<file path="config.mk">
export PLATFORM = sky130hd
export DESIGN_NAME = fpcmult_dot_vrtl
export DESIGN_NICKNAME = d
export VERILOG_FILES = /design/src/rtl/fpcmult_dot_vrtl.sv
export SDC_FILE = /design/constraint.sdc
export NUM_CORES = 2
export LEC_CHECK = 0
export CORE_MARGIN = 2
export CORE_UTILIZATION = 45
export CTS_CLUSTER_SIZE = 20
export DETAILED_ROUTE_END_ITERATION = 16
export DONT_BUFFER_PORTS = 1
export GPL_TIMING_DRIVEN = 0
export HOLD_SLACK_MARGIN = 0.06
export SLEW_MARGIN = 25
export SYNTH_ARGS = -nofsm -noshare
export SYNTH_HDL_FRONTEND = slang
export SYNTH_SLANG_ARGS = --single-unit
</file>
<file path="constraint.sdc">
create_clock -name clk -period 15.18 [get_ports clk]
set_input_delay 2.277 -clock clk [delete_from_list [all_inputs] [get_ports clk]]
set_output_delay 2.277 -clock clk [all_outputs]
set_load 0.1 [all_outputs]
</file>
<file path="src/rtl/fpcmult_dot_vrtl.sv">
// fpcmult_dot_vrtl
// Fixed-point complex multiply-accumulate engine. Streams complex elements
// (a_k, b_k) with a last flag and produces c = sum a_k * b_k, or
// sum a_k * conj(b_k) when conj is set on the first element of the vector.
// Each element is multiplied by four parallel shift-add units (one multiplier
// bit per cycle), then accumulated with optional saturation.
//
// Ports
//   clk        clock, rising edge
//   reset      asynchronous active-high reset
//   recv_val   input element valid
//   recv_rdy   block can accept an element (registered)
//   recv_last  element is the last of the vector
//   conj       use conj(b); taken from the first element of a vector only
//   ar, ac     operand a real / imaginary (Q(n-d).d)
//   br, bc     operand b real / imaginary (Q(n-d).d)
//   send_val   result valid (registered)
//   send_rdy   consumer accepts the result
//   cr, cc     accumulated result real / imaginary (registered)
//
// State | meaning
// IDLE  | waiting for an element; recv_rdy high
// MUL   | n shift-add steps of the four partial products
// ACC   | add the element's product into the accumulators
// SEND  | result presented; first cycle raises send_val, then waits for send_rdy
module fpcmult_dot_vrtl #(
    parameter int n   = 32,
    parameter int d   = 16,
    parameter int sat = 0
) (
    input  logic         clk,
    input  logic         reset,
    input  logic         recv_val,
    output logic         recv_rdy,
    input  logic         recv_last,
    input  logic         conj,
    input  logic [n-1:0] ar,
    input  logic [n-1:0] ac,
    input  logic [n-1:0] br,
    input  logic [n-1:0] bc,
    output logic         send_val,
    input  logic         send_rdy,
    output logic [n-1:0] cr,
    output logic [n-1:0] cc
);

    localparam int cw = $clog2(n);

    typedef enum logic [1:0] {IDLE, MUL, ACC, SEND} state_t;

    state_t           state;
    logic [cw-1:0]    count;
    logic             last_q;
    logic             first;
    logic             conj_q;

    // Multiplicands are sign-extended to 2n bits and shifted left; multipliers
    // are shifted right so bit 0 is always the current multiplier bit.
    logic [2*n-1:0]   ar_sh;
    logic [2*n-1:0]   ac_sh;
    logic [n-1:0]     br_sh;
    logic [n-1:0]     bc_sh;

    logic [2*n-1:0]   p_rr;   // ar * br
    logic [2*n-1:0]   p_ii;   // ac * bc'
    logic [2*n-1:0]   p_ri;   // ar * bc'
    logic [2*n-1:0]   p_ir;   // ac * br

    logic [n-1:0]     accr;
    logic [n-1:0]     accc;

    logic             conj_use;
    logic [n-1:0]     bc_eff;
    logic             sign_step;
    logic [n-1:0]     pr;
    logic [n-1:0]     pc;
    logic [n-1:0]     accr_nxt;
    logic [n-1:0]     accc_nxt;
    logic             unused_bits;

    // Two's-complement shift-add step; the multiplier sign bit has weight
    // -2^(n-1), so the last step subtracts instead of adding.
    function automatic logic [2*n-1:0] step(input logic [2*n-1:0] p,
                                            input logic [2*n-1:0] x,
                                            input logic           b,
                                            input logic           neg);
        logic [2*n-1:0] addend;
        addend = b ? x : '0;
        return neg ? (p - addend) : (p + addend);
    endfunction

    function automatic logic [n-1:0] acc_add(input logic [n-1:0] a,
                                             input logic [n-1:0] b);
        logic [n-1:0] s;
        s = a + b;
        if (sat != 0 && a[n-1] == b[n-1] && s[n-1] != a[n-1])
            return a[n-1] ? {1'b1, {(n-1){1'b0}}} : {1'b0, {(n-1){1'b1}}};
        return s;
    endfunction

    // conj is only honoured on the first element; later elements reuse the latch.
    assign conj_use  = first ? conj : conj_q;
    assign bc_eff    = conj_use ? (~bc + 1'b1) : bc;
    assign sign_step = (count == cw'(n - 1));

    assign pr = p_rr[n+d-1:d] - p_ii[n+d-1:d];
    assign pc = p_ri[n+d-1:d] + p_ir[n+d-1:d];

    assign accr_nxt = acc_add(accr, pr);
    assign accc_nxt = acc_add(accc, pc);

    // Bits outside the truncation window only serve as carries.
    assign unused_bits = ^{p_rr[2*n-1:n+d], p_rr[d-1:0],
                           p_ii[2*n-1:n+d], p_ii[d-1:0],
                           p_ri[2*n-1:n+d], p_ri[d-1:0],
                           p_ir[2*n-1:n+d], p_ir[d-1:0]};

    always_ff @(posedge clk or posedge reset) begin
        if (reset) begin
            state    <= IDLE;
            count    <= '0;
            last_q   <= 1'b0;
            first    <= 1'b1;
            conj_q   <= 1'b0;
            ar_sh    <= '0;
            ac_sh    <= '0;
            br_sh    <= '0;
            bc_sh    <= '0;
            p_rr     <= '0;
            p_ii     <= '0;
            p_ri     <= '0;
            p_ir     <= '0;
            accr     <= '0;
            accc     <= '0;
            recv_rdy <= 1'b1;
            send_val <= 1'b0;
            cr       <= '0;
            cc       <= '0;
        end else begin
            case (state)
                IDLE: begin
                    if (recv_val && recv_rdy) begin
                        ar_sh    <= {{n{ar[n-1]}}, ar};
                        ac_sh    <= {{n{ac[n-1]}}, ac};
                        br_sh    <= br;
                        bc_sh    <= bc_eff;
                        p_rr     <= '0;
                        p_ii     <= '0;
                        p_ri     <= '0;
                        p_ir     <= '0;
                        last_q   <= recv_last;
                        if (first) begin
                            conj_q <= conj;
                            first  <= 1'b0;
                        end
                        count    <= '0;
                        recv_rdy <= 1'b0;
                        state    <= MUL;
                    end
                end
                MUL: begin
                    p_rr  <= step(p_rr, ar_sh, br_sh[0], sign_step);
                    p_ii  <= step(p_ii, ac_sh, bc_sh[0], sign_step);
                    p_ri  <= step(p_ri, ar_sh, bc_sh[0], sign_step);
                    p_ir  <= step(p_ir, ac_sh, br_sh[0], sign_step);
                    ar_sh <= ar_sh << 1;
                    ac_sh <= ac_sh << 1;
                    br_sh <= br_sh >> 1;
                    bc_sh <= bc_sh >> 1;
                    count <= count + cw'(1);
                    if (sign_step)
                        state <= ACC;
                end
                ACC: begin
                    accr <= accr_nxt;
                    accc <= accc_nxt;
                    if (last_q) begin
                        cr    <= accr_nxt;
                        cc    <= accc_nxt;
                        state <= SEND;
                    end else begin
                        recv_rdy <= 1'b1;
                        state    <= IDLE;
                    end
                end
                SEND: begin
                    // cr/cc were loaded in ACC; send_val follows one cycle later.
                    if (!send_val) begin
                        send_val <= 1'b1;
                    end else if (send_rdy) begin
                        send_val <= 1'b0;
                        accr     <= '0;
                        accc     <= '0;
                        first    <= 1'b1;
                        recv_rdy <= 1'b1;
                        state    <= IDLE;
                    end
                end
                default: state <= IDLE;
            endcase
        end
    end

endmodule
</file>
==> flow_summary_export.csv <==
group,metric,value,unit
run_status,status,"complete, no violations",
worst_hold_path,min_from,"br_sh[2]",
critical_path,startpoint_type,"register",
floorplan,dieHeight,290.6,um
sta,period_minus_slack,7.956,ns
drt,vias_per_cell,6.025,
synthesis,syn_nets,4911,
critical_path,worstPathMaxFanout,10,
cts,root_buffer,"clkbuf_16",
sta,rsz0062_at_grt,"false",
critical_path,slowest_stage,"clkbuf_1",
critical_path,critPathLaunch,"bc_sh[0]",
cts,path_clk_slew,0.06,ns
drt,drc,0,
synthesis,yosys.area_share.simple,0.1684,
finish,fin_nets,4994,
synthesis,ys_ff_latch,492,
worst_hold_path,hold_depth,2,
synthesis,syn_avg_cell_area,8.300,um^2
finish,final_area,40760,um^2
floorplan,core_area,81720,um^2
sta,finalHoldViolations,0,
critical_path,critPathMaxStageDelay,0.81,ns
worst_hold_path,min_to,"br_sh[2]",
synthesis,synth-async-reset-ratio,1.000,
critical_path,worst-path-buf-inv,3,
sta,worst_slew_pin_slew,1.214,ns
global_route,grt_max_degree,31,
drt,via_count,34100,
place,place_congestion,0.9877,
sta,fmax,125.7,MHz
synthesis,syn_area,36960,um^2
cts,cts.sinks,492,
critical_path,critPathTopFamily,"compound AO/OA/AOI/OAI gates",
synthesis,synth_top_family_by_area,"compound AO/OA/AOI/OAI gates",
synthesis,synth.area.mux_share,0.009343,
floorplan,ios,200,
cts,clk_latency,0.65,ns
synthesis,synth_compound_gate_area_share,0.2340,
synthesis,yosysSeqAreaShare,0.3332,
cts,cts_buffers,61,
global_route,grt_pass1_vias,32270,
floorplan,initial_utilization,0.4523,
critical_path,worstPathArrival,8.49,ns
floorplan,die_w,290.6,um
cts,cts_max_level,2,
global_route,antenna_found_initial,5,
sta,relSlewSlack,0.1909,
synthesis,yosys_warnings,0,
synthesis,synthAdderAreaFrac,0.1233,
critical_path,critPathKind,"reg -> reg",
drt,drt-total-wl,136500,um
synthesis,synth_edf_count,0,
sta,fin_ws,7.224,ns
synthesis,synth-xor-area-share,0.08175,
critical_path,regToRegEndpoint,"p_ri[47]",
place,portBuffers,0,
cts,hold_buffers,0,
cts,postCtsSetupBuffers,0,
critical_path,crit_chain,"clkbuf_1 > clkbuf_1 > buf_1 > nand2_1 > ha_1 > nor2_1 > or2_2 > o311ai_0 > ha_1 > a21oi_1 > nand2_1 > nand3b_1 > a311oi_1 > o2111ai_1 > a21oi_1 > o41ai_1 > a31o_2 > a311oi_1 > xnor2_1 > o21ai_1 > a22o_1",
drt,drt_pre_antenna_iters,6,
drt,ant_nets,0,
sta,tns,0,ns
sta,post-route-period-util,0.5241,
job,max_cap_violations,0,
critical_path,r2r-start,"bc_sh[0]",
floorplan,row_count,105,
worst_hold_path,hold_path.class,"reg -> reg",
place,dp_hpwl,107700,um
floorplan,die_area,84450,um^2
finish,area_growth,10.29,%
sta,setup_violations,0,
drt,drt-initial-drc-count,3383,
global_route,grt.overflow.total,0,
synthesis,ys_types,86,
synthesis,synth_cells,4453,
synthesis,synth-main-ff-cell,"dfrtp_1",
critical_path,reg2reg_setup_slack,7.22,ns
critical_path,rr_worst_depth,21,
finish,final_common_cell,"nand2_1",
critical_path,required,15.71,ns
place,dpl_cell_area,38710,um^2
sta,finalClockSkew,0.01746,ns
finish,layout_common_cells,"nand2_1, dfrtp_1, nor2_1",
place,pre_cts_ws,7.537,ns
finish,drive_gt1_frac,0.04187,
sta,drv_slew,0,
cts,post_cts_resized,0,
drt,wl_per_cell,24.12,um
cts,cts_tree,"built",
cts,cts_buffer_depth,3,
global_route,grt_first_pass_wirelength,203400,um
critical_path,worst_setup_path_end_kind,"register",
global_route,grt.total_usage,0.3161,
==> stage by stage <==
step | cells | hold slack (ns) | util
2_1_floorplan | 4453 | 0.4468 | -
3_3_place_gp | 5523 | 0.4582 | 0.4687
3_5_place_dp | 5543 | 0.4637 | 0.4738
4_1_cts | 5656 | 0.4776 | 0.4987
5_1_grt | 5659 | 0.5077 | 0.4988
6_report | 5660 | 0.4747 | 0.4989
==> worst reg2reg max path, delay by kind of cell (launching register included) <==
kind,cells,cell delay (ns)
buffers and inverters,3,2.17
adder cells (fa/ha/maj),2,0.80
flip-flops,1,0.57
XOR/XNOR,1,0.22
AO/OA/AOI/OAI,10,3.27
AND/OR/NAND/NOR,5,0.79
==> cell usage after synthesis, types with 8 or more instances <==
master | n | area share
nor3_1 | 45 | 0.0061
nand2_1 | 531 | 0.054
and3_1 | 13 | 0.0022
nor2b_1 | 25 | 0.0042
o21ai_1 | 59 | 0.0080
xor2_1 | 182 | 0.043
clkbuf_1 | 228 | 0.023
nor2_1 | 393 | 0.040
ha_1 | 257 | 0.087
a22oi_1 | 42 | 0.0085
nand3_1 | 178 | 0.024
a211oi_1 | 12 | 0.0024
a31oi_1 | 51 | 0.0086
and4_1 | 9 | 0.0021
o311ai_0 | 11 | 0.0026
a21boi_0 | 9 | 0.0018
nand2b_1 | 40 | 0.0068
fa_1 | 67 | 0.036
a22o_1 | 47 | 0.011
mux2_2 | 28 | 0.0085
nor3b_1 | 8 | 0.0016
o22ai_1 | 101 | 0.017
inv_1 | 229 | 0.023
a21o_1 | 120 | 0.024
o21ai_0 | 363 | 0.049
or3_1 | 29 | 0.0049
nor4_1 | 28 | 0.0047
o41ai_1 | 9 | 0.0021
o31ai_1 | 24 | 0.0049
o211ai_1 | 35 | 0.0071
a211o_1 | 8 | 0.0019
a21oi_1 | 312 | 0.042
buf_1 | 30 | 0.0030
and2_1 | 22 | 0.0037
o21a_1 | 22 | 0.0045
a221o_1 | 38 | 0.010
xnor2_1 | 163 | 0.039
dfrtp_1 | 490 | 0.33
nand4_1 | 33 | 0.0056
o21bai_1 | 51 | 0.010
==> kinds of logic after synthesis <==
| group | Yosys count |
|---|---|
| buf+inv | 490 |
| fa+ha+maj | 324 |
| xor+xnor | 345 |
| simple gates | 1390 |
| flops | 492 |
| mux | 31 |
| compound gates | 1381 |
==> flip-flops by register name, summed over array words and instances (netlist names) <==
signal / cells
bc_sh: 32
p_rr: 48
p_ir: 48
count: 5
last_q: 1
recv_rdy: 1
accr: 32
conj_q: 1
ar_sh: 48
p_ri: 48
state: 2
cr: 32
cc: 32
first: 1
p_ii: 48
ac_sh: 48
accc: 32
send_val: 1
br_sh: 32
==> cell type report <==
| cell class | instances | area, um^2 |
|---|---|---|
| antenna | 4 | 10.01 |
| buffer | 261 | 1007 |
| clock buffer | 90 | 1765 |
| clock inverter | 23 | 275.3 |
| fill | 8118 | 40950 |
| inverter | 229 | 863.3 |
| multi-input combinational | 3471 | 22810 |
| sequential | 492 | 12310 |
| tap | 1070 | 1339 |
| timing repair buffer | 20 | 382.9 |
==> layer usage <==
layer | vias to the layer above | share of wire | track usage
met5 | - | 0.00017 | 0
met3 | 227 | 0.074 | 0.05116
met1 | 16620 | 0.44 | 0.4419
met2 | 1263 | 0.45 | 0.4963
met4 | 4 | 0.037 | 0.1103
li1 | 15990 | - | -
==> how the worst max path moves through the flow <==
stage	slack, ns	cells past startpoint	end
6_report	7.22	21	p_ri[47]
5_1_grt	6.97	21	p_ri[47]
4_1_cts	7.50	21	p_ri[47]
3_5_place_dp	7.54	21	p_ri[47]
3_3_place_gp	2.98	1	br_sh[19]
2_1_floorplan	6.23	1	ac_sh[0]
Power is not shown: default switching activity piles up to over one toggle a cycle in this logic, so the estimate is an artifact.
